`src/rtl/mmio_io_ctrl.sv`:
```
// mmio_io_ctrl: memory-mapped I/O window for the single-cycle RISC-V core.
// Provides debounced switches with sticky change flags and an interrupt,
// an LED register with optional blink, and hex-decoded 7-segment digits.
module mmio_io_ctrl #(
    parameter logic [31:0] BASE_ADDR       = 32'h0000_1000,
    parameter int          SW_WIDTH        = 4,
    parameter int          LED_WIDTH       = 4,
    parameter int          NUM_DIGITS      = 2,
    parameter int          DEBOUNCE_CYCLES = 4,
    parameter int          BLINK_DIV       = 8
) (
    input  logic                    clk,
    input  logic                    reset,
    input  logic [31:0]             addr,
    input  logic [31:0]             wdata,
    input  logic                    we,
    output logic                    sel,
    output logic [31:0]             rdata,
    input  logic [SW_WIDTH-1:0]     sw_in,
    output logic [LED_WIDTH-1:0]    leds,
    output logic [7*NUM_DIGITS-1:0] seg,
    output logic                    irq
);

    localparam int DB_W = (DEBOUNCE_CYCLES > 1) ? $clog2(DEBOUNCE_CYCLES) : 1;
    localparam int BL_W = (BLINK_DIV > 1) ? $clog2(BLINK_DIV) : 1;
    localparam logic [DB_W-1:0] DB_LAST = DB_W'(DEBOUNCE_CYCLES - 1);
    localparam logic [BL_W-1:0] BL_LAST = BL_W'(BLINK_DIV - 1);

    // Word index within the window (offset / 4).
    localparam logic [4:0] IDX_SW     = 5'd0;
    localparam logic [4:0] IDX_LED    = 5'd1;
    localparam logic [4:0] IDX_SEG0   = 5'd2;
    localparam logic [4:0] IDX_EDGE   = 5'd16;
    localparam logic [4:0] IDX_CTRL   = 5'd17;
    localparam logic [4:0] IDX_IRQ_EN = 5'd18;

    logic [31:0]         w_off;
    logic [4:0]          w_idx;
    logic                w_wr;
    logic [SW_WIDTH-1:0] w_db_set;
    logic [SW_WIDTH-1:0] w_w1c;
    logic                w_unused_wdata;

    logic [SW_WIDTH-1:0]  r_sync1;
    logic [SW_WIDTH-1:0]  r_sync2;
    logic [SW_WIDTH-1:0]  r_db;
    logic [DB_W-1:0]      r_db_cnt [SW_WIDTH];
    logic [SW_WIDTH-1:0]  r_edge;
    logic [SW_WIDTH-1:0]  r_irq_en;
    logic                 r_irq;
    logic [LED_WIDTH-1:0] r_led;
    logic [1:0]           r_ctrl;      // [0] seg_blank, [1] led_blink
    logic [3:0]           r_seg [NUM_DIGITS];
    logic [BL_W-1:0]      r_blink_cnt;
    logic                 r_phase;

    function automatic logic [6:0] hex_to_seg(input logic [3:0] nib);
        case (nib)
            4'h0: hex_to_seg = 7'b1000000;
            4'h1: hex_to_seg = 7'b1111001;
            4'h2: hex_to_seg = 7'b0100100;
            4'h3: hex_to_seg = 7'b0110000;
            4'h4: hex_to_seg = 7'b0011001;
            4'h5: hex_to_seg = 7'b0010010;
            4'h6: hex_to_seg = 7'b0000010;
            4'h7: hex_to_seg = 7'b1111000;
            4'h8: hex_to_seg = 7'b0000000;
            4'h9: hex_to_seg = 7'b0010000;
            4'hA: hex_to_seg = 7'b0001000;
            4'hB: hex_to_seg = 7'b0000011;
            4'hC: hex_to_seg = 7'b1000110;
            4'hD: hex_to_seg = 7'b0100001;
            4'hE: hex_to_seg = 7'b0000110;
            default: hex_to_seg = 7'b0001110;
        endcase
    endfunction

    // Address decode; subtraction wraps, so the lower-bound test is explicit.
    assign w_off = addr - BASE_ADDR;
    assign w_idx = w_off[6:2];
    assign sel   = (addr >= BASE_ADDR) && (w_off < 32'h50);
    assign w_wr  = sel & we;
    assign w_w1c = (w_wr && (w_idx == IDX_EDGE)) ? wdata[SW_WIDTH-1:0] : '0;
    assign w_unused_wdata = ^wdata;

    // Per-bit debounce acceptance: the stable count has reached its limit.
    always_comb begin
        // NOTE: every always_comb output gets a default first so no path can infer a latch.
        w_db_set = '0;
        for (int b = 0; b < SW_WIDTH; b++) begin
            w_db_set[b] = (r_sync2[b] != r_db[b]) && (r_db_cnt[b] == DB_LAST);
        end
    end

    // Two-flop synchroniser followed by a per-bit stability counter.
    always_ff @(posedge clk or negedge reset) begin
        // NOTE: sequential state uses non-blocking assignments so every flop samples pre-edge values.
        if (!reset) begin
            r_sync1 <= '0;
            r_sync2 <= '0;
            r_db    <= '0;
            for (int b = 0; b < SW_WIDTH; b++) begin
                r_db_cnt[b] <= '0;
            end
        end else begin
            r_sync1 <= sw_in;
            r_sync2 <= r_sync1;
            for (int b = 0; b < SW_WIDTH; b++) begin
                if (r_sync2[b] == r_db[b]) begin
                    r_db_cnt[b] <= '0;
                end else if (w_db_set[b]) begin
                    r_db[b]     <= r_sync2[b];
                    r_db_cnt[b] <= '0;
                end else begin
                    r_db_cnt[b] <= r_db_cnt[b] + DB_W'(1);
                end
            end
        end
    end

    // Sticky change flags (a set beats a same-cycle clear) and registered irq.
    always_ff @(posedge clk or negedge reset) begin
        if (!reset) begin
            r_edge <= '0;
            r_irq  <= 1'b0;
        end else begin
            r_edge <= (r_edge & ~w_w1c) | w_db_set;
            r_irq  <= |(r_edge & r_irq_en);
        end
    end

    // Software-writable registers: LED, CTRL, IRQ_EN and the digit nibbles.
    always_ff @(posedge clk or negedge reset) begin
        if (!reset) begin
            r_led    <= '0;
            r_ctrl   <= 2'b01;
            r_irq_en <= '0;
            // NOTE: the digit array is a handful of flops, not a RAM, so it is reset like any register.
            for (int k = 0; k < NUM_DIGITS; k++) begin
                r_seg[k] <= 4'h0;
            end
        end else if (w_wr) begin
            case (w_idx)
                IDX_LED:    r_led    <= wdata[LED_WIDTH-1:0];
                IDX_CTRL:   r_ctrl   <= wdata[1:0];
                IDX_IRQ_EN: r_irq_en <= wdata[SW_WIDTH-1:0];
                default: ;
            endcase
            for (int k = 0; k < NUM_DIGITS; k++) begin
                if (w_idx == 5'(IDX_SEG0 + k)) begin
                    r_seg[k] <= wdata[3:0];
                end
            end
        end
    end

    // Blink timebase: idle at count 0 / phase 1 while blink is off.
    always_ff @(posedge clk or negedge reset) begin
        if (!reset) begin
            r_blink_cnt <= '0;
            r_phase     <= 1'b1;
        end else if (!r_ctrl[1]) begin
            r_blink_cnt <= '0;
            r_phase     <= 1'b1;
        end else if (r_blink_cnt == BL_LAST) begin
            r_blink_cnt <= '0;
            r_phase     <= ~r_phase;
        end else begin
            r_blink_cnt <= r_blink_cnt + BL_W'(1);
        end
    end

    // LED and digit drive; blink gating follows CTRL directly so turning it off is immediate.
    always_comb begin
        leds = r_ctrl[1] ? (r_led & {LED_WIDTH{r_phase}}) : r_led;
        seg  = '1;
        for (int k = 0; k < NUM_DIGITS; k++) begin
            seg[7*k +: 7] = r_ctrl[0] ? 7'b1111111 : hex_to_seg(r_seg[k]);
        end
    end

    // Combinational read mux; unmapped offsets and unimplemented bits read 0.
    always_comb begin
        rdata = '0;
        if (sel) begin
            case (w_idx)
                IDX_SW:     rdata = 32'(r_db);
                IDX_LED:    rdata = 32'(r_led);
                IDX_EDGE:   rdata = 32'(r_edge);
                IDX_CTRL:   rdata = {30'b0, r_ctrl};
                IDX_IRQ_EN: rdata = 32'(r_irq_en);
                default: begin
                    for (int k = 0; k < NUM_DIGITS; k++) begin
                        if (w_idx == 5'(IDX_SEG0 + k)) begin
                            rdata = {28'b0, r_seg[k]};
                        end
                    end
                end
            endcase
        end
    end

    assign irq = r_irq;

endmodule

```
`config.mk`:
```
export PLATFORM = sky130hd
export DESIGN_NAME = mmio_io_ctrl
export DESIGN_NICKNAME = d
export VERILOG_FILES = /design/src/rtl/mmio_io_ctrl.sv
export SDC_FILE = /design/constraint.sdc
export NUM_CORES = 1
export LEC_CHECK = 0
export CAP_MARGIN = 20
export CORE_UTILIZATION = 40
export DETAILED_ROUTE_END_ITERATION = 6
export PLACE_DENSITY = 0.83
export SLEW_MARGIN = 0
export SYNTH_ARGS = -nofsm -noshare
export SYNTH_HDL_FRONTEND = slang
export SYNTH_SLANG_ARGS = --single-unit
```
`constraint.sdc`:
```
create_clock -name clk -period 2 [get_ports clk]
set_input_delay 0.2 -clock clk [delete_from_list [all_inputs] [get_ports clk]]
set_output_delay 0.2 -clock clk [all_outputs]
set_load 0.005 [all_outputs]
```
==> run metrics <==
DRC Markers=0; Comb pwr share=23.2%; Req. time, crit path=roughly 1800 ps; Async SR Flop Fraction=100.0%; Worst-path clk slew=~80 ps; Synth Area per Inst=around 11 um^2; Worst Clk Skew=between 2 and 2.5 ps; share of layout cells above drive strength 1=between 40 and 50%; H-tree depth=2; total power=approximately 2.4 mW; die height=around 91 um; crit path to=rdata[1]; largest net degree at the start of global routing=22; Post-synth EDFFs=0; Yosys warnings=0; Starting DRT DRC Count=156; Yosys reg bits=47; RSZ-0062 raised after global routing=yes; nets=between 500 and 600; drt wl/cell=16.86 um; sequential area share after synthesis=between 30% and 40%; Max Clock Freq=about 460 MHz; switching share of total power=between 20% and 30%; grt ovf=0; FP Rows=32; fin crit period=roughly 2200 ps; Gate Count Post-Synth=302; Crit. End Element=output port; vias in the first global route=around 3,000; most frequent cell after synthesis=dfrtp_1; post-route ant nets=0; initial antenna violation count=0; mapped cell area=between 0.003 and 0.004 mm^2; RePlAce Congestion=~0.93; top post-synthesis cells by count=dfrtp_1, buf_4, nor2_1, ha_1, nand2_1; vias=around 2,900; ant diodes=0; die area=between 0.008 and 0.009 mm^2; ranking of synthesized cells by area=dfrtp_1, ha_1, buf_4, mux2_2, mux2_1; I/O pin cnt=123; Clock Path Buffers=2; Worst-Skew Late Latency=approximately 300 ps; net switching power=approximately 660 uW; setup ws final=-178.8 ps; all-layer global routing usage=21.64%; reg2reg start=r_blink_cnt[0]; first-pass GRT wire length=14,390 um; area share of the largest cell type after synthesis=35.17%; Pwr Density=between 400 and 500 mW/mm^2; Clock Sinks=47; share of power burned in registers=a little under half; status=complete, but fails checks; Final period util=108.9%; cell taking the most area after synthesis=dfrtp_1; Hold Fails Final Rpt=0; startpoint types=input pin; DR vias/cell=between 5 and 6; P_int=about 1.7 mW; critical path class=input pin to output port; failing checks=negative setup slack; CP max FO=4; M3 GR Usage=about 3.6%; Area growth, synth to finish=57.48%; DRT Pass-1 Iters=4; clock share of power=between 20 and 30%; CTS Root Cell=clkbuf_8; leakage=approximately 2.4 nW; Critical Path AT=slightly below 2000 ps; Final Cell Area=approximately 0.0050 mm^2; Fill cells=roughly 540; reg-to-reg setup timing slack=roughly 860 ps; post-DP HPWL=around 6200 um; worst min path class=input pin to asynchronous set/reset pin; IO buf count=64; gr busiest metal=met2; Max IR drop VDD=684.4 uV; met2 global-route usage=between 40% and 50%; dpl cell area=about 0.0044 mm^2; TritonCTS Buffers=5; met1 Use GR=between 20% and 30%; Synth Flop Type=dfrtp_1; Die W=~91 um; Core ar.=a little under 0.008 mm^2; Setup violations, final=23; Unique masters post-synth=50; initial core utilization=about two fifths; worst r2r dst=r_phase; R2R depth=4; Slew Limit Fails=0; Worst Setup SP=addr[21]; routed wire length=just over 9000 um; CTS tree=built; Max Cap Violations=0
==> worst min path at each step <==
stage / startpoint / endpoint / slack [ps] / depth (start not counted)
after floorplan: reset / irq / -100 / 0
after global placement: reset / r_db_cnt[5] / 120 / 1
after detailed placement: reset / r_db[3] / 120 / 1
after CTS: reset / r_edge[0] / 330 / 2
after global routing: sw_in[1] / r_sync1[1] / 330 / 1
final: reset / r_irq_en[3] / 330 / 2
==> state kept, by name, indices dropped and copies added (netlist names) <==
register,flops
r_db_cnt,8
r_seg,8
r_db,4
r_edge,4
r_irq_en,4
r_led,4
r_sync1,4
r_sync2,4
r_blink_cnt,3
r_ctrl,2
irq,1
r_phase,1
==> what timing repair did <==
action,4_1_cts,5_1_grt
cloned,0,0
pin swaps,31,34
setup buffers,14,10
hold endpoints to repair,13,0
hold buffers,1,0
setup endpoints to repair,37,38
resized for setup,169,44
==> critical path, stage by stage <==
cell	delay, ps
buf_6	90
or4_4	560
buf_6	150
or3_4	340
nand3b_1	140
or2_4	170
buf_6	140
a31oi_4	40
buf_2	150
==> routing by layer <==
layer	part of all wire (%)	routed length [um]	vias to the layer above
li1	-	-	1331
met1	40	3686	1409
met2	54	5019	96
met3	4.2	393	22
met4	2.4	221	0
met5	0	0	-
==> placed cells by master, fill, tap and decap left out, types with 5 or more instances in the layout <==
master	instances
conb_1	28
mux2_1	6
nor3_1	5
nand2_1	18
nor2_1	14
clkdlybuf4s50_1	18
dlymetal6s2s_1	7
nand3_1	8
ha_1	9
and2_1	9
nor4_4	7
ha_4	8
dfrtp_1	43
buf_4	68
buf_2	12
a211o_1	5
dlygate4sd2_1	16
buf_6	20
nand4_1	5
clkbuf_8	5
or2_4	5
inv_2	7
mux2_2	9
mux2_4	11
mux2i_1	12
nor3b_1	5
==> metrics by stage <==
step / utilization, % / setup TNS (ps) / cells / hold slack (ps) / worst slack [ps]
after detailed placement: 56.49 / -17790 / 527 / 119.5 / -999.2
after global placement: 56.49 / -15950 / 527 / 120.1 / -946.5
after CTS: 62.92 / -1841 / 547 / 326.9 / -142.8
after global routing: 65.25 / -3462 / 553 / 329.8 / -208.4
final: 65.25 / -2164 / 553 / 329.0 / -178.8
after floorplan: - / 0 / 329 / -95.59 / 2.679
==> power by group through the flow <==
stage	clock (mW)	sequential, mW	combinational [mW]
3_5_place_dp	0	1.16	0.504
6_report	0.692	1.14	0.553
3_3_place_gp	0	1.15	0.475
4_1_cts	0.691	1.14	0.526
5_1_grt	0.734	1.16	0.607
2_1_floorplan	0	1.14	0.306
==> cell type report <==
cell class	instances	area, um^2	share of cell area, %
inverter	7	26.28	0.5211
sequential	47	1181	23.42
tap	102	127.6	2.531
multi-input combinational	238	2262	44.86
clock inverter	1	30.03	0.5955
timing repair buffer	151	1339	26.55
clock buffer	7	76.32	1.514
==> logic make-up (layout without fill, tap and decap cells) <==
group	after synthesis	count (layout)	synth area share [%]
mux	41	41	14.61
flops	47	47	36.81
fa+ha+maj	19	19	7.347
xor+xnor	7	7	2.501
other cells	1	28	0.1171
simple gates	107	107	21.57
compound gates	36	36	8.597
buf+inv	44	166	8.441
(Power assumes the default switching activity.)
